`src/rtl/smac_pkg.sv`:
```
// Shared types and constants for the stochastic MAC sequencer.
// The state enum is also used by benches that observe the debug state port.
package smac_pkg;

   typedef enum logic [2:0] {
      IDLE = 3'd0,
      LOAD = 3'd1,
      CLR  = 3'd2,
      RUN  = 3'd3,
      DONE = 3'd4
   } smac_state_t;

   localparam int SMAC_PIPE_LAT = 2;
   localparam int SMAC_LANES    = 16;

endpackage

```
`src/rtl/smac_bitcnt.sv`:
```
// Window-gated ones counter for the MAC output stream.
// It also forms the signed bipolar numerator 2*ones - n.
module smac_bitcnt
   import smac_pkg::*;
#(
   parameter int LEN_W = 16
) (
   input  logic             clk,
   input  logic             rst_n,
   input  logic             clr,
   input  logic             win,
   input  logic             bit_in,
   input  logic [LEN_W:0]   n,
   output logic [LEN_W:0]   ones,
   output logic [LEN_W+1:0] sum
);

   always_ff @(posedge clk or negedge rst_n) begin
      if (!rst_n) begin
         ones <= '0;
      end else if (clr) begin
         ones <= '0;
      end else if (win && bit_in) begin
         ones <= ones + 1'b1;
      end
   end

   // Both operands are LEN_W+2 wide, so 2*ones cannot overflow at ones = 2**LEN_W.
   assign sum = {ones, 1'b0} - {1'b0, n};

endmodule

```
`src/rtl/smac_seq_ctrl.sv`:
```
// Job sequencer for one 16-lane bipolar stochastic MAC: load, clear, run, count.
// Handshakes: a transfer happens on a rising edge where valid and ready are both high.
module smac_seq_ctrl
   import smac_pkg::*;
#(
   parameter int LEN_W    = 16,
   parameter int PIPE_LAT = SMAC_PIPE_LAT
) (
   input  logic             clk,
   input  logic             rst_n,
   input  logic             start_valid,
   output logic             start_ready,
   input  logic [LEN_W-1:0] cfg_len,
   input  logic             abort,
   output logic             loadA,
   output logic             loadB,
   output logic             rng_clr,
   output logic             rng_en,
   input  logic             oC,
   output logic             res_valid,
   input  logic             res_ready,
   output logic [LEN_W:0]   res_ones,
   output logic [LEN_W+1:0] res_sum,
   output logic             busy,
   output smac_state_t      dbg_state
);

   localparam logic [LEN_W+1:0] LAT = (LEN_W+2)'(PIPE_LAT);
   localparam logic [LEN_W+1:0] ONE = (LEN_W+2)'(1);

   smac_state_t      state;
   smac_state_t      state_nxt;
   logic [LEN_W:0]   n_q;
   logic [LEN_W:0]   n_cfg;
   logic [LEN_W+1:0] cyc_q;
   logic [LEN_W+1:0] n_ext;
   logic [LEN_W+1:0] last_k;
   logic             accept;
   logic             is_last;
   logic             win;

   // A zero length encodes the full 2**LEN_W stream.
   assign n_cfg   = (cfg_len == '0) ? {1'b1, {LEN_W{1'b0}}} : {1'b0, cfg_len};
   assign accept  = start_valid && (state == IDLE);
   assign n_ext   = {1'b0, n_q};
   assign last_k  = n_ext + LAT - ONE;
   assign is_last = (cyc_q == last_k);
   assign win     = (state == RUN) && (cyc_q >= LAT) && (cyc_q < n_ext + LAT);

   always_ff @(posedge clk or negedge rst_n) begin
      if (!rst_n) begin
         state <= IDLE;
      end else begin
         state <= state_nxt;
      end
   end

   always_ff @(posedge clk or negedge rst_n) begin
      if (!rst_n) begin
         n_q   <= '0;
         cyc_q <= '0;
      end else begin
         if (accept) begin
            n_q <= n_cfg;
         end
         if (state == CLR) begin
            cyc_q <= '0;
         end else if (state == RUN) begin
            cyc_q <= cyc_q + ONE;
         end
      end
   end

   always_comb begin
      state_nxt   = state;
      start_ready = 1'b0;
      loadA       = 1'b0;
      loadB       = 1'b0;
      rng_clr     = 1'b0;
      rng_en      = 1'b0;
      res_valid   = 1'b0;
      unique case (state)
         IDLE: begin
            start_ready = 1'b1;
            if (start_valid) begin
               state_nxt = LOAD;
            end
         end
         LOAD: begin
            loadA     = 1'b1;
            loadB     = 1'b1;
            state_nxt = abort ? IDLE : CLR;
         end
         CLR: begin
            rng_clr   = 1'b1;
            state_nxt = abort ? IDLE : RUN;
         end
         RUN: begin
            // Abort must stop the RNGs in the same cycle it is raised.
            rng_en = !abort;
            if (abort) begin
               state_nxt = IDLE;
            end else if (is_last) begin
               state_nxt = DONE;
            end
         end
         DONE: begin
            res_valid = 1'b1;
            if (res_ready) begin
               state_nxt = IDLE;
            end
         end
         default: begin
            state_nxt = IDLE;
         end
      endcase
   end

   assign busy      = (state != IDLE);
   assign dbg_state = state;

   smac_bitcnt #(
      .LEN_W (LEN_W)
   ) u_bitcnt (
      .clk    (clk),
      .rst_n  (rst_n),
      .clr    (rng_clr),
      .win    (win),
      .bit_in (oC),
      .n      (n_q),
      .ones   (res_ones),
      .sum    (res_sum)
   );

endmodule

```
`config.mk`:
```
export PLATFORM = sky130hd
export DESIGN_NAME = smac_seq_ctrl
export DESIGN_NICKNAME = d
export VERILOG_FILES = /design/src/rtl/smac_pkg.sv /design/src/rtl/smac_bitcnt.sv /design/src/rtl/smac_seq_ctrl.sv
export SDC_FILE = /design/constraint.sdc
export NUM_CORES = 1
export LEC_CHECK = 0
export ABC_AREA = 1
export BUFFER_PORTS_ARGS = -buffer_cell sky130_fd_sc_hd__clkbuf_2
export CAP_MARGIN = 0
export CORE_MARGIN = 2
export CORE_UTILIZATION = 54
export DETAILED_ROUTE_END_ITERATION = 8
export PLACE_DENSITY = 0.78
export SYNTH_ARGS = -nofsm -noshare
export SYNTH_HDL_FRONTEND = slang
export SYNTH_SLANG_ARGS = --single-unit
```
`constraint.sdc`:
```
create_clock -name clk -period 2.55 [get_ports clk]
set_input_delay 0.255 -clock clk [delete_from_list [all_inputs] [get_ports clk]]
set_output_delay 0.255 -clock clk [all_outputs]
set_load 0.02 [all_outputs]
```
==> impl_metrics.toml <==
[status]
status = "complete, but fails checks"
violations = "negative setup slack"

[setup_path]
end_kind = "flip-flop"
reg2reg_depth = 17
crit_required_ns = 2.78
setup.worst_path.class = "flip-flop to flip-flop"
slowest_delay_ns = 0.40
cp_max_fo = 6
slowest_stage = "dfrtp_1"
cp.arrival_ns = 3.23
crit_chain = "buf_6 -> ha_4 -> nand2_4 -> nor2_4 -> nand3b_1 -> nor2_2 -> nand3_2 -> ha_4 -> nand4_1 -> nor2_2 -> buf_4 -> o2111ai_1 -> nand4_1 -> nand2_2 -> buf_6 -> nand4_1 -> o21ai_1"
cp_common_cell = "nand4_1"
startpoint_type = "flip-flop"

[clock_tree]
holdBufCountCts = 0
cts-root-buf = "clkbuf_8"
h-tree-depth = 2
cts_tree = "done"
worstSkewPairLatency_ns = 0.33
cts.sinks = 55
numCtsBuffers = 5
clockBufferDepth = 2
clk_pin_slew_ns = 0.12

[floorplan]
die_x_microns = 102
die_h_microns = 102
die_area_sq_um = 10400
num_rows = 35
initial_utilization = 0.558
io_pins = 67
core_area_sq_um = 9240

[global_route]
grt_first_pass_wirelength_microns = 28200
grtUsageMet1 = 0.431
grt_use_met2 = 0.589
gr-usage-met3 = 0.0531
grt_max_degree = 33
grt_use_total = 0.343
antenna_found_initial = 0
grt_pass1_vias = 5922
grt_overflow_total = 0
busiest_layer = "met2"

[run]
max-cap-violations = 0

[sta]
tightest_slew_ns = 0.848
fmax_ghz = 0.333
fin_crit_sh = 1.18
grt_setup_unrepaired = "true"
hold_viol = 0
period_minus_slack_ns = 3.00
finalSetupViolCount = 32
maxSlewViolCount = 0
fin_ws_ns = -0.450
max_slew_margin = 0.435
fin_skew_ns = 0.0155

[synthesis]
synth_edf_count = 0
async_flop_share = 1.00
syn_area_sq_um = 5160
ys_seq_elements = 55
synthCells = 764
ys_warn_count = 0
syn_area_per_cell_sq_um = 6.75
ys_types = 41
synthFlopType = "dfrtp_1"
syn_nets = 827
seq_area_frac_synth = 0.267

[power]
power.ir.vdd_worst_uv = 1300
powerDensity_nw_per_um2 = 1100
leakage_nw = 3.62
power.total_mw = 7.85

[route]
drt.antenna.violating_nets = 0
viasPerCell = 5.69
routed_wl_microns = 17300
wl_per_cell_microns = 16.0
drt-initial-drc-count = 536
drc_errors = 0
vias = 6132
dr.pass1.iters = 5

[finish]
multi_input_area_sq_um = 3770
fin_nets = 1011
layout-drive-gt1-share = 0.322
register_area_sq_um = 1380
fillers = 604
area.growth.synth_to_final_pct = 38.7
utilization = 0.775
num_antenna_cells = 0
finalNonFillerCells = 1078

[min_path]
hp-class = "input port to asynchronous set/reset pin"

[place]
gp_congestion = 0.978
place_hpwl_microns = 12300
io_buffers = 66
dp_cells = 1049
path summary, 6_finish.rpt:
check	start	end	slack, ns
max in group asynchronous	rst_n	n_q[14]$_DFFE_PN0P_	1.69
min in group clk	cfg_len[5]	n_q[5]$_DFFE_PN0P_	0.13
max	n_q[2]$_DFFE_PN0P_	u_bitcnt.ones[6]$_DFFE_PN0P_	-0.45
max reg2reg	n_q[2]$_DFFE_PN0P_	u_bitcnt.ones[6]$_DFFE_PN0P_	-0.45
min reg2reg	n_q[9]$_DFFE_PN0P_	n_q[9]$_DFFE_PN0P_	0.57
min	rst_n	u_bitcnt.ones[1]$_DFFE_PN0P_	0.001
kinds of logic (layout without fill, tap and decap cells):
family | after synthesis | count (layout) | synth area share
and+or+nand+nor | 423 | 423 | 0.373
buffers and inverters | 106 | 291 | 0.0796
AOI/OAI and AO/OA | 99 | 99 | 0.112
DFF | 55 | 55 | 0.267
adders and majority gates | 41 | 41 | 0.101
xor gates and xnor gates | 40 | 40 | 0.0679
per-layer routing:
metal | wire length (microns) | vias to the layer above | part of all wire
li1 | - | 2898 | -
met1 | 6910 | 2851 | 0.40
met2 | 8290 | 311 | 0.48
met3 | 1380 | 72 | 0.080
met4 | 705 | 0 | 0.041
met5 | 0 | - | 0
report_power, final:
part / leakage [nW] / internal [mW] / switching (mW) / total (mW)
clock network: 0.0587 / 0.299 / 0.342 / 0.641
registers: 0.726 / 1.07 / 0.215 / 1.28
logic: 2.84 / 2.55 / 3.38 / 5.93
total: 3.62 / 3.91 / 3.94 / 7.85
registers in the layout, indices dropped and copies added (netlist names):
name	cells
u_bitcnt.ones	17
dbg_state	3
n_q	17
cyc_q	18
cell usage after synthesis, types with 3 or more instances:
library cell	number	share of area
nor2_2	6	0.0073
nor3_2	3	0.0058
nor2_4	7	0.015
nor4_1	9	0.011
nand2_2	10	0.012
nand2_1	222	0.16
xor2_1	31	0.053
dfrtp_1	55	0.27
inv_1	91	0.066
o21ai_1	5	0.0049
ha_1	40	0.097
nand2_4	3	0.0065
xnor2_1	9	0.015
nand3_1	58	0.056
nor2_1	55	0.040
a211oi_1	4	0.0058
clkbuf_1	10	0.0073
nand4_1	23	0.028
o21ai_0	29	0.028
o31ai_1	11	0.016
nor3_1	21	0.020
a21oi_1	34	0.033
cell type report:
class / count / share of cell area
clock inverters: 3 / 0.00664
well taps: 129 / 0.0226
multi-input cells: 603 / 0.527
clock buffers: 5 / 0.00962
inverters: 94 / 0.0514
repair buffers: 189 / 0.189
flip-flops and latches: 55 / 0.193
stage by stage:
stage          instance area [sq um]  setup WS [ns]  TNS (ns)  hold WS, ns
2_1_floorplan                   5270        -0.0423    -0.201      -0.0406
3_3_place_gp                    6460         -0.219     -3.66        0.361
3_5_place_dp                    6460         -0.371     -7.04        0.385
4_1_cts                         7000         -0.282     -5.99       0.0233
5_1_grt                         7160         -0.593    -14.73       0.0517
6_report                        7160         -0.450    -10.57      0.00111
placed cells by master (no fill, tap or decap), drive strengths merged, types with 3 or more instances in the layout:
master / instances
nor3: 24
nand4: 23
xor2: 31
o31ai: 11
a21oi: 34
buf: 131
o21ai: 34
a211oi: 4
clkbuf: 63
nand3: 59
nor2: 68
xnor2: 9
dfrtp: 55
inv: 94
ha: 40
a21boi: 3
nand2: 235
nor4: 9
worst max-delay path, delay by kind of cell, from the launching register on:
kind	cells	cell delay [ns]
compound gates	2	0.16
buf+inv	3	0.42
fa+ha+maj	2	0.44
flops	1	0.40
simple gates	10	1.47
timing repair:
action / 4_1_cts / 5_1_grt
resized for setup: 84 / 36
endpoints found under the hold margin: 0 / 0
buffers inserted: 19 / 6
cloned: 0 / 1
setup endpoints to repair: 32 / 34
pin swaps: 35 / 21
No activity file was read; power rests on OpenSTA's default activity.
